## config.mk

```make
export PLATFORM = sky130hd
export DESIGN_NAME = multi_click_detector
export DESIGN_NICKNAME = d
export VERILOG_FILES = /design/src/rtl/multi_click_detector.sv
export SDC_FILE = /design/constraint.sdc
export NUM_CORES = 1
export LEC_CHECK = 0
export CAP_MARGIN = 20
export CORE_AREA = 3 3 40 42
export CTS_CLUSTER_DIAMETER = 50
export DETAILED_ROUTE_END_ITERATION = 10
export DIE_AREA = 0 0 43 45
export PLACE_DENSITY = 0.57
export RECOVER_POWER = 25
export SYNTH_ARGS = -nofsm -noshare
export SYNTH_HDL_FRONTEND = slang
export SYNTH_SLANG_ARGS = --single-unit
```

## constraint.sdc

```tcl
create_clock -name clk -period 1.5 [get_ports clk]
set_input_delay 0.45 -clock clk [delete_from_list [all_inputs] [get_ports clk]]
set_output_delay 0.45 -clock clk [all_outputs]
set_load 0.005 [all_outputs]
```

## src/rtl/multi_click_detector.sv

```systemverilog
// multi_click_detector
//   Groups debounced single-cycle button pulses into click gestures and emits
//   a one-cycle strobe with the click count when a gesture ends.
//   Optional feature macro: MULTI_CLICK_SATURATE_EN
//     defined   - clicks beyond MAX_CLICKS are absorbed; the gesture ends only
//                 after WINDOW quiet cycles and reports MAX_CLICKS.
//     undefined - the pulse that reaches MAX_CLICKS reports immediately.
module multi_click_detector #(
  parameter int WINDOW     = 8,
  parameter int MAX_CLICKS = 3
) (
  input  logic                                  clk,
  input  logic                                  rst,
  input  logic                                  btn_pulse,
  output logic                                  click_valid,
  output logic [$clog2(MAX_CLICKS+1)-1:0]       click_count
);

  localparam int CNT_W = $clog2(MAX_CLICKS + 1);
  localparam int TMR_W = $clog2(WINDOW);

  localparam logic [CNT_W-1:0] CNT_ONE = CNT_W'(1);
  localparam logic [CNT_W-1:0] CNT_MAX = CNT_W'(MAX_CLICKS);
  localparam logic [TMR_W-1:0] TMR_END = TMR_W'(WINDOW - 1);

  typedef enum logic {
    IDLE  = 1'b0,
    COUNT = 1'b1
  } state_t;

  state_t             state_q, state_d;
  logic [CNT_W-1:0]   cnt_q,   cnt_d;
  logic [TMR_W-1:0]   timer_q, timer_d;
  logic               valid_q, valid_d;
  logic [CNT_W-1:0]   count_q, count_d;

  // State, counters and registered outputs; reset discards any partial gesture.
  always_ff @(posedge clk) begin
    if (rst) begin
      state_q <= IDLE;
      cnt_q   <= '0;
      timer_q <= '0;
      valid_q <= 1'b0;
      count_q <= '0;
    end else begin
      state_q <= state_d;
      cnt_q   <= cnt_d;
      timer_q <= timer_d;
      valid_q <= valid_d;
      count_q <= count_d;
    end
  end

  // Next-state logic: a pulse always wins over the quiet-window timeout.
  always_comb begin
    state_d = state_q;
    cnt_d   = cnt_q;
    timer_d = timer_q;
    valid_d = 1'b0;
    count_d = count_q;

    unique case (state_q)
      IDLE: begin
        if (btn_pulse) begin
          cnt_d   = CNT_ONE;
          timer_d = '0;
          state_d = COUNT;
        end
      end

      COUNT: begin
        if (btn_pulse) begin
          timer_d = '0;
`ifdef MULTI_CLICK_SATURATE_EN
          // Extra clicks past the maximum only extend the gesture.
          if (cnt_q != CNT_MAX) begin
            cnt_d = cnt_q + CNT_ONE;
          end
`else
          // Reaching the maximum closes the gesture on this very edge.
          if (cnt_q == CNT_MAX - CNT_ONE) begin
            valid_d = 1'b1;
            count_d = CNT_MAX;
            cnt_d   = '0;
            state_d = IDLE;
          end else begin
            cnt_d = cnt_q + CNT_ONE;
          end
`endif
        end else if (timer_q == TMR_END) begin
          valid_d = 1'b1;
          count_d = cnt_q;
          cnt_d   = '0;
          timer_d = '0;
          state_d = IDLE;
        end else begin
          timer_d = timer_q + TMR_W'(1);
        end
      end

      default: begin
        state_d = IDLE;
      end
    endcase
  end

  assign click_valid = valid_q;
  assign click_count = count_q;

endmodule

```

=== Yosys cells after proc, flatten, opt, wreduce, memory -nomap -nowiden ===
Index checks and enable logic that the tools add are counted.

* Input bits: 3
* Register bits: 9
* Output and inout bits: 3

* Bitwise operators: 1
* Reductions and logical operators: 4
* Eq/ne operators: 5
* Add/subtract/negate cells: 2
* Multiplexer cells: 20

{| class="wikitable"
|+ Operators with widths
! kind !! count
|-
| $mux 2 || 7
|-
| $mux 3 || 3
|-
| $mux 1 || 7
|-
| $pmux 3 s2 || 1
|-
| $pmux 2 s2 || 1
|-
| $add 3x1->3 const B || 1
|-
| $eq 3x3->1 const B || 1
|-
| $ne 3x2->1 const B || 1
|-
| $reduce_and 3->1 || 1
|-
| $add 2x1->2 const B || 1
|-
| $eq 2x2->1 const B || 1
|-
| $ne 2x1->1 const B || 1
|-
| $ne 2x2->1 const B || 1
|-
| $pmux 1 s2 || 1
|-
| $reduce_and 2->1 || 1
|-
| $reduce_bool 2->1 || 1
|-
| $reduce_or 2->1 || 1
|-
| $not 1->1 || 1
|}

=== Longest topological paths before layout ===
* Depth after elaboration: 4
* Mapped depth: 5

=== Worst setup path before layout ===
No wires, ideal clock.

* Path kind: reg-to-reg
* Start point: register timer_q[0]
* End point: register count_q[0], in the netlist click_count[0]
* Setup slack: 0.325 ns
* Library setup time: 0.133 ns
* Buffers on the path: 0
* Required time: 1.367 ns
* Arrival time: 1.042 ns
* Cell stages (with the launch flop): 6
* Cells stage by stage: dfxtp_1 -> ha_1 -> ha_1 -> and2b_1 -> nor3_1 -> nor4_1

* Word-level cells in the longest chain between the ends: 3

{| class="wikitable"
|+ RTL lines
! what !! line !! text
|-
| from (decl) || 33 || <nowiki>logic [TMR_W-1:0] timer_q, timer_d;</nowiki>
|-
| from (signal assigned) || 48 || <nowiki>timer_q <= timer_d;</nowiki>
|-
| $eq 3x3->1 || 90 || <nowiki>end else if (timer_q == TMR_END) begin</nowiki>
|-
| $reduce_bool 2->1 (no source line) || - ||
|-
| $reduce_and 3->1 (no source line) || - ||
|-
| to (signal assigned) || 50 || <nowiki>count_q <= count_d;</nowiki>
|-
| to (decl) || 35 || <nowiki>logic [CNT_W-1:0] count_q, count_d;</nowiki>
|}

No other way between the ends.
A chain may end at the register's enable or synchronous reset.

=== Worst setup path after layout ===
* Start point: input btn_pulse
* End point: register count_q[0], in the netlist click_count[0]

* Word-level cells in the longest chain between the ends: 2
* Elaborated cells between the ends (all ways): 4
* Classes of those cells: eq/ne: 1; mux: 1; reduce/logical: 2

{| class="wikitable"
|+ RTL lines
! what !! line !! text
|-
| from (decl) || 14 || <nowiki>input logic btn_pulse,</nowiki>
|-
| $ne 2x1->1 (no source line) / $reduce_bool 2->1 (equally long branches) || - ||
|-
| $reduce_and 3->1 (no source line) || - ||
|}

Several ways; a longest one is shown, not always the timed one.

==> key figures <==
Outcome
  – Status: finished clean

Timing
  – RSZ-0062 raised after global routing: no
  – Final Setup Violations: 0
  – Worst-Margin Slew: roughly 380 ps
  – TNS Setup: 0 ps
  – Fin. Hold Viols: 0
  – Worst hold slack: approximately 500 ps
  – Highest clock rate: roughly 0.73 GHz
  – Slew Limit Fails: 0
  – Slew Limit Headroom: about 75%
  – Min Tclk post-route: approximately 1400 ps
  – Skew final: approximately 1.9 ps
  – Final worst path period share: between 90 and 100%

Synthesis
  – Most frequent cell after synthesis: dfxtp_1
  – Post-Syn Instances: 47
  – Main synth FF type: dfxtp_1
  – Top cell type's share of synthesized area: 42.1%
  – Synth unique cells: 22
  – Flops & latches, synth: 9
  – Syn. warnings: 0
  – Sequential-to-total area share from yosys stat: a little over two fifths
  – Synth top area cells: dfxtp_1 (42%), nor3_1 (9.4%), ha_1 (8.8%)
  – Share of flip-flops with an asynchronous set or reset: 0%
  – Synthesized area: about 430 µm²
  – Post-Syn Area per Cell: 9.10 µm²
  – Leading area contributor after synthesis: dfxtp_1
  – Most frequent cells after synthesis: dfxtp_1 (9), nor3_1 (8), a21oi_1 (3), ha_1 (3), nor2_1 (3)
  – Syn Nets: 53
  – Post-synth EDFFs: 0

Global routing
  – Largest net degree at the start of global routing: 12
  – First-pass GRT wire length: ~1200 µm
  – Total Routing Usage GR: roughly 9.0%
  – Initial antenna violation count: 0
  – Vias in the first global route: around 310
  – Total gr overflow: 0

Clocking
  – CTS tree: yes
  – CTS H-tree depth: 1
  – Hold buffer count at CTS: 0
  – Worst-path clk slew: around 60 ps
  – Clk Latency, worst-skew pair: ~250 ps
  – # Post-CTS Setup Buffers: 0
  – Clk buf depth: 2
  – Clock root buffer master: clkbuf_4
  – Sink Count: 9
  – Num CTS Buffers: 3

Detailed routing
  – Via count: 372
  – DR WL/cell: about 10 µm
  – Initial DRC count: 6
  – First-pass iteration count of the detailed router: 4
  – Final ANT Viol Nets: 0
  – Total Wirelength: 739 µm
  – Vias per cell: around 5.2
  – DRC viols: 0

Cells and area
  – Post-layout util: between 40% and 50%
  – Final cell count without fillers: between 70 and 80
  – Area delta synth->final: 23.4%
  – Fin nets: 64
  – Antenna fix cells: 0
  – Layout cell share with drive strength beyond 1: between 10% and 20%
  – Design area: around 530 µm²

Floorplanning
  – Die area: 1940 µm²
  – Boundary Pins: 6
  – Rows: 13
  – Chip width: approximately 43 µm
  – Initial Util: between 30 and 40%
  – Core area: 1280 µm²
  – Die height: between 40 and 50 µm

Job
  – Max Cap Violations: 0

Placement
  – Routability Congestion: between 0.7 and 0.8
  – Port bufs: 5
  – DP HPWL: slightly below 600 µm
  – DP Area: 507 µm²
  – Placed cell count: between 60 and 70

Setup path
  – Type of the worst setup path: primary input to register
  – CP max FO: 5
  – Critical Path Sink Type: register
  – Crit path arrival time: around 1500 ps
  – Crit path launch type: primary input
  – CP required: 1650 ps

Pwr
  – Power Dens Cells: between 900 and 1000 nW/µm²
  – Cell leakage power: between 0.2 and 0.25 nW
  – Max VDD drop: about 0.45 mV

Worst hold path
  – HP Class: register to register
==> cell families (layout without fill, tap and decap cells) <==
group | count (synthesis) | in the layout | share of synthesized area [%]
AND/OR/NAND/NOR | 21 | 21 | 28.4
flip-flops | 9 | 9 | 42.1
AO/OA/AOI/OAI | 7 | 7 | 9.65
buffers and inverters | 5 | 15 | 6.43
adder cells (fa/ha/maj) | 3 | 3 | 8.77
multiplexers | 2 | 2 | 4.68
==> cells in the final DEF (no fill, tap or decap) <==
master and count:
mux2i_1 2, or3_1 1, dfxtp_1 7, nand2_1 1, nand2b_1 1, nor4_1 2
nor2_1 3, buf_4 3, nand4b_1 1, o41ai_1 1, dlygate4sd3_1 1, and3b_4 1
a21oi_1 3, inv_1 2, o21ai_0 2, clkdlybuf4s50_1 1, dlygate4sd2_1 3, clkbuf_1 2
clkbuf_4 3, nor3_1 8, nor3b_1 1, a22oi_1 1, and2b_1 1, ha_1 3
dfxtp_2 2, nand3_1 1
==> through the flow <==
step           setup WS [ps]  power, mW
5_1_grt                 77.4      0.524
3_5_place_dp            -143      0.317
3_3_place_gp            -112      0.317
4_1_cts                  120      0.503
6_report                 122      0.494
2_1_floorplan            325      0.301
==> final cells by class <==
| cell class | count | area, µm² |
|---|---|---|
| Clock buffer | 4 | 26.3 |
| Fill cell | 142 | 757 |
| Inverter | 2 | 7.51 |
| Multi-Input combinational cell | 33 | 220 |
| Sequential cell | 9 | 183 |
| Tap cell | 15 | 18.8 |
| Timing Repair Buffer | 9 | 72.6 |
==> worst paths after layout <==
| path | start | end | slack (ps) | depth (start not counted) |
|---|---|---|---|---|
| max | btn_pulse | click_count[0]$_SDFFE_PP0P_ | 120 | 4 |
| max reg2reg | timer_q[0]$_SDFFE_PP0P_ | click_count[0]$_SDFFE_PP0P_ | 230 | 5 |
| min reg2reg | click_count[1]$_SDFFE_PP0P_ | click_count[1]$_SDFFE_PP0P_ | 500 | 2 |
| min | click_count[1]$_SDFFE_PP0P_ | click_count[1]$_SDFFE_PP0P_ | 500 | 2 |
==> flip-flops by register name (all words and copies together) (netlist names) <==
| name | cells |
|---|---|
| click_count | 2 |
| click_valid | 1 |
| cnt_q | 2 |
| state_q | 1 |
| timer_q | 3 |
==> repair_timing <==
action | CTS | global route
resized for setup | 5 | 0
endpoints found under the hold margin | 0 | 0
setup endpoints to repair | 3 | 0
==> worst max-delay path, cell delays in order <==
cell,delay [ps]
clkdlybuf4s50_1,540
and3b_4,230
nor3_1,50
nor4_1,250
==> where the power goes <==
| part | total, mW | switching, mW | internal [mW] |
|---|---|---|---|
| combinational | 0.0479 | 0.0218 | 0.0261 |
| sequential | 0.262 | 0.0145 | 0.247 |
| clock | 0.184 | 0.0821 | 0.102 |
| total | 0.494 | 0.118 | 0.376 |
==> metal layers <==
metal | track usage [%] | vias to the layer above | routed length (µm)
li1 | - | 192 | -
met1 | 9.18 | 165 | 336
met2 | 14.7 | 13 | 328
met3 | 4.78 | 2 | 62
met4 | 5.42 | 0 | 12
met5 | 0 | - | 0
(Power assumes the default switching activity.)
